File: src/rtl/tdm_demux_1x4.sv
// tdm_demux_1x4: receive-side TDM demultiplexer. Consecutive valid words are
// steered to channels 0..3 in rotation, each channel gets a one-cycle valid
// pulse, and a complete 4-word frame is published atomically on slot 3.
// frame_sync forces the current word to slot 0; arriving mid-frame it flags
// sync_err and the partial frame is dropped.
module tdm_demux_1x4 #(
  parameter int WIDTH = 4
) (
  input  logic               clk,
  input  logic               rst_n,
  input  logic [WIDTH-1:0]   data_in,
  input  logic               in_valid,
  input  logic               frame_sync,
  output logic [WIDTH-1:0]   data_out0,
  output logic [WIDTH-1:0]   data_out1,
  output logic [WIDTH-1:0]   data_out2,
  output logic [WIDTH-1:0]   data_out3,
  output logic [3:0]         out_valid,
  output logic [4*WIDTH-1:0] frame_out,
  output logic               frame_done,
  output logic               sync_err,
  output logic [1:0]         slot
);

  logic [3:0][WIDTH-1:0] dout_q, dout_d;
  logic [2:0][WIDTH-1:0] stage_q, stage_d;
  logic [4*WIDTH-1:0]    frame_q, frame_d;
  logic [3:0]            ov_q, ov_d;
  logic [2:0]            wr_q, wr_d;
  logic [1:0]            slot_q, slot_d;
  logic                  fd_q, fd_d;
  logic                  se_q, se_d;
  logic [1:0]            es;

  // Next-state: steer the word, advance the slot, and publish on an intact slot 3
  always_comb begin
    dout_d  = dout_q;
    stage_d = stage_q;
    frame_d = frame_q;
    wr_d    = wr_q;
    slot_d  = slot_q;
    ov_d    = 4'b0000;
    fd_d    = 1'b0;
    se_d    = 1'b0;
    es      = frame_sync ? 2'd0 : slot_q;
    if (in_valid) begin
      dout_d[es] = data_in;
      ov_d       = 4'b0001 << es;
      slot_d     = es + 2'd1;
      // A sync on a non-zero slot means the link slipped; drop what we have.
      if (frame_sync && (slot_q != 2'd0)) begin
        se_d = 1'b1;
      end
      // wr tracks which of slots 0..2 have been written since the last slot-0
      // write, so a frame is published only if it was assembled in order.
      case (es)
        2'd0: begin
          stage_d[0] = data_in;
          wr_d       = 3'b001;
        end
        2'd1: begin
          stage_d[1] = data_in;
          wr_d[1]    = 1'b1;
        end
        2'd2: begin
          stage_d[2] = data_in;
          wr_d[2]    = 1'b1;
        end
        2'd3: begin
          if (wr_q == 3'b111) begin
            frame_d = {data_in, stage_q[2], stage_q[1], stage_q[0]};
            fd_d    = 1'b1;
          end
          wr_d = 3'b000;
        end
        default: ;
      endcase
    end
  end

  // State registers; reset clears everything and discards any partial frame
  always_ff @(posedge clk or negedge rst_n) begin
    if (!rst_n) begin
      dout_q  <= '0;
      stage_q <= '0;
      frame_q <= '0;
      wr_q    <= '0;
      slot_q  <= '0;
      ov_q    <= '0;
      fd_q    <= 1'b0;
      se_q    <= 1'b0;
    end else begin
      dout_q  <= dout_d;
      stage_q <= stage_d;
      frame_q <= frame_d;
      wr_q    <= wr_d;
      slot_q  <= slot_d;
      ov_q    <= ov_d;
      fd_q    <= fd_d;
      se_q    <= se_d;
    end
  end

  assign data_out0  = dout_q[0];
  assign data_out1  = dout_q[1];
  assign data_out2  = dout_q[2];
  assign data_out3  = dout_q[3];
  assign out_valid  = ov_q;
  assign frame_out  = frame_q;
  assign frame_done = fd_q;
  assign sync_err   = se_q;
  assign slot       = slot_q;

endmodule

File: config.mk
export PLATFORM = sky130hd
export DESIGN_NAME = tdm_demux_1x4
export DESIGN_NICKNAME = d
export VERILOG_FILES = /design/src/rtl/tdm_demux_1x4.sv
export SDC_FILE = /design/constraint.sdc
export NUM_CORES = 1
export LEC_CHECK = 0
export CORE_AREA = 5 5 67 69
export CTS_BUF_LIST = sky130_fd_sc_hd__clkbuf_4 sky130_fd_sc_hd__clkbuf_8 sky130_fd_sc_hd__clkbuf_16
export DETAILED_ROUTE_END_ITERATION = 8
export DIE_AREA = 0 0 72 74
export PLACE_DENSITY = 0.72
export REMOVE_ABC_BUFFERS = 1
export SYNTH_ARGS = -nofsm -noshare
export SYNTH_HDL_FRONTEND = slang
export SYNTH_SLANG_ARGS = --single-unit
File: constraint.sdc
create_clock -name clk -period 2.45 [get_ports clk]
set_clock_uncertainty 0.15 [all_clocks]
set_input_delay 0.735 -clock clk [delete_from_list [all_inputs] [get_ports clk]]
set_output_delay 0.735 -clock clk [all_outputs]
set_load 0.02 [all_outputs]
# [After elaboration in Yosys (flattened, before gate mapping)]
# Index checks and enable logic that the tools add are counted.
[classes] addsub=1 n_lt_le_gt_ge=2 n_eq_ne=4 shifts=1 mux=13 reduce_logical=15
[ops] operator="$bwmux W16" n=1
[ops] operator="$reduce_and A2 Y1" n=6
[ops] operator="$demux W4 S2" n=1
[ops] operator="$mux W4" n=2
[ops] operator="$reduce_bool A2 Y1" n=4
[ops] operator="$pmux W1 S2" n=3
[ops] operator="$mux W1" n=5
[ops] operator="$eq A2 B2 Y1 const B" n=2
[ops] operator="$shl A1 B2 Y4 const A" n=1
[ops] operator="$eq A3 B3 Y1 const B" n=1
[ops] operator="$lt A2 B3 Y1 const B" n=1
[ops] operator="$reduce_and A3 Y1" n=1
[ops] operator="$add A2 B1 Y2 const B" n=1
[ops] operator="$eq A2 B1 Y1 const B" n=1
[ops] operator="$ge A2 B1 Y1 const B" n=1
[ops] operator="$logic_and A1 B1 Y1" n=2
[ops] operator="$logic_not A2 Y1" n=1
[ops] operator="$mux W2" n=1
[ops] operator="$reduce_or A2 Y1" n=1
[totals] register_bits=55 input_bits=8 output_inout_bits=40 word_cells=51

# [Logic depth before layout (Yosys ltp)]
[depth] word_depth=6 ltp_mapped=8 mapped_depth_nobuf=7

# [Worst setup path after synthesis]
# Ideal clock, no wire load.
[synth_path] kind="in2reg" startpoint="input frame_sync" endpoint="register frame_q[10] (netlist: frame_out[10])" setup_time_ps=125 arrival_ps=2028 required_ps=2175 setup_slack_ps=147 path_stages=8 n_path_buf=1 path_cell_list="nand2b_1 -> inv_1 -> ha_1 -> nand2_2 -> inv_2 -> nand4_4 -> buf_6 -> mux2_4"
[synth_via] elab_chain_len=3
[synth_rtl] item="start, declared" line="13" rtl="input logic frame_sync,"
[synth_rtl] item="$mux W2" line="45" rtl="es = frame_sync ? 2'd0 : slot_q;"
[synth_rtl] item="$eq A2 B2 Y1" line="56" rtl="case (es)"
[synth_rtl] item="$reduce_and A3 Y1 (no line)"
[synth_rtl] item="end signal, assigned" line="95" rtl="frame_q <= frame_d;"
[synth_rtl] item="end, declared" line="27" rtl="logic [4*WIDTH-1:0] frame_q, frame_d;"
# No other way between the ends.
# A chain may end at the register's enable or synchronous reset.

# [Final worst setup path]
[layout_path] startpoint="input frame_sync" endpoint="register frame_q[5] (netlist: frame_out[5])"
# The elaborated chain is that of the path after synthesis.

==> results.yml <==
die:
  start_util_pct: 44.5
  rows: 23
  die_w_um: 72
  die-area_um2: 5330
  pin_count: 48
  core_area_um2: 3860
  die_h_um: 74
worst_setup_path:
  r2r_slack_ns: 0.63
  cpPeakStageDelay_ns: 0.49
  critPathBufInv: 4
  r2r_end: "frame_out[5]$_DFFE_PN0P_"
  worstPathRequired_ns: 2.47
  crit_path_top_delay_cell: "clkdlybuf4s50_1"
  worstPathCellList: "clkdlybuf4s50_1 > nand2b_1 > inv_1 > ha_1 > nand2_2 > inv_2 > nand4_4 > buf_12 > mux2_2"
  rr_worst_depth: 8
  critPathKind: "input port to register"
  crit_fanout: 13
  crit_path_start_kind: "input port"
  r2r_start: "slot[0]$_DFFE_PN0P_"
  critPathArrivalTime_ns: 2.39
  cp_top_family: "buffers and inverters"
  critPathCaptureType: "register"
layout:
  final_util_pct: 63.6
  regArea_um2: 1080
  nets: 186
  final.fill_count: 304
  drive_above_1_share_pct: 31.8
  diodes: 0
  post-route-cell-area_um2: 2450
  multiInputGateArea_um2: 596
  area_delta_synth_final_pct: 42.8
placement:
  placed_cell_area_um2: 2320
  dp_slack_ns: -0.201
  port_buffers: 47
  place_hpwl_mm: 2.66
  place_congestion: 0.721
routing:
  final_antenna_net_count: 0
  vias: 1054
  viasPerCell: 4.73
  first_pass_iters: 3
  drt_wl_total_mm: 3.57
  routedWlPerCell_um: 16.0
  drc: 0
  drt-initial-drc-count: 33
synth:
  ys_top_cells_by_count: "dfrtp_1 (43), mux2_2 (24), mux2_4 (9)"
  syn_avg_cell_area_um2: 15.6
  yosysTopAreaCell: "dfrtp_1"
  ys_ff_latch: 43
  synth_edf_count: 0
  synthCells: 110
  synth.area.top_cells: "dfrtp_1 (63%), mux2_2 (16%), mux2_4 (7.9%), ha_1 (4.4%), inv_1 (1.5%)"
  yosysTopAreaCellShare_pct: 62.6
  yosysWarningCount: 0
  synth_top_flop_cell: "dfrtp_1"
  ys_async_sr_fraction_pct: 100
  syn_area_um2: 1720
  yosysUniqueCellTypes: 18
  synth.most_common_cell: "dfrtp_1"
  yosysSeqAreaShare_pct: 62.6
global_route:
  grtUsageTotal_pct: 14.9
  grt_pass1_wl_mm: 5.98
  grt_max_degree: 26
  grt_pass1_vias: 1155
  grt-ovfl-total: 0
  antenna_found_initial: 0
cts:
  htreeDepth: 2
  cts_resized: 0
  clkSinkCount: 43
  cts_tree: "built"
  hold_buffers: 0
  root_buffer: "clkbuf_8"
  cts_made_buffers: 5
  insertion_delay_ns: 0.29
  post_cts.repair.setup_buffers: 0
  clkTransAtPathRegs_ns: 0.08
  cts_max_path_buffers: 2
timing:
  period_needed_ns: 2.36
  rsz0062_at_grt: "false"
  fin_hold_ws_ns: 0.273
  drv_slew: 0
  hold_violations: 0
  finalCritPeriodShare_pct: 96.5
  tightest_slew_ns: 0.537
  relSlewSlack_pct: 64.2
  setup_viol: 0
  setup-tns-final_ns: 0
  setup_ws_ns: 0.0850
  timing.fmax_mhz: 423
pwr:
  peakVddDrop_mv: 0.554
  powerDensity_nw_per_um2: 1010
  leakage_nw: 1.20
job:
  maxCapViolations: 0
status:
  status: "finished clean"
worst_hold_path:
  hold_path.class: "input port to async pin"
[area by class of cell]
class | instances | share of cell area, %
timing repair buffer | 57 | 22.5
sequential | 43 | 43.9
inverter | 8 | 1.22
clock inverter | 3 | 2.75
multi-input combinational | 57 | 24.3
clock buffer | 5 | 2.80
tap | 50 | 2.55
[worst max-delay path by stage]
stage	depth (start not counted)	from	to	slack, ns
floorplan	7	frame_sync	frame_out[10]$_DFFE_PN0P_	0.13
global placement	7	frame_sync	stage_q[6]$_DFFE_PN0P_	-0.15
detailed placement	9	frame_sync	frame_out[0]$_DFFE_PN0P_	-0.20
CTS	9	frame_sync	frame_out[5]$_DFFE_PN0P_	0.09
global route	9	frame_sync	frame_out[1]$_DFFE_PN0P_	0.01
finish	9	frame_sync	frame_out[5]$_DFFE_PN0P_	0.09
[layout by cell type (no fill, tap or decap), types with 3 or more instances in the layout]
master           synthesis  final
nand2_1                  5      5
clkdlybuf4s50_1          0     46
dfrtp_1                 43     43
o21ai_0                  3      3
mux2_2                  24     24
clkbuf_8                 0      5
inv_1                    7      7
mux2_4                   9      9
buf_4                    0      9
ha_1                     6      6
[logic make-up after synthesis]
family / synth area share (%)
and+or+nand+nor: 4.52
AOI/OAI and AO/OA: 2.18
adders and majority gates: 4.37
muxes: 23.6
DFF: 62.6
buffers and inverters: 2.69
[per-layer routing]
metal | vias up | global-route usage, % | part of all wire (%)
met5 | - | 0 | 0
met4 | 0 | 4.18 | 0.70
met3 | 4 | 4.19 | 6.3
met2 | 33 | 25.4 | 52
met1 | 518 | 18.7 | 41
li1 | 499 | - | -
[registers in the layout (all words and copies together) (netlist names), 2 cells and up]
| name | cells |
|---|---|
| frame_out | 16 |
| data_out2 | 4 |
| data_out3 | 4 |
| out_valid | 4 |
| stage_q | 4 |
| data_out1 | 3 |
| wr_q | 3 |
| slot | 2 |
[through the flow]
step / total power, mW / cells
after global routing: 2.62 / 223
after detailed placement: 1.88 / 215
after floorplan: 1.42 / 108
after CTS: 2.52 / 223
after global placement: 1.85 / 215
final: 2.49 / 223
[power by group]
| group | switching [mW] | internal (mW) |
|---|---|---|
| clock | 0.234 | 0.406 |
| sequential | 0.124 | 0.889 |
| combinational | 0.385 | 0.451 |
No activity file was read; power rests on OpenSTA's default activity.
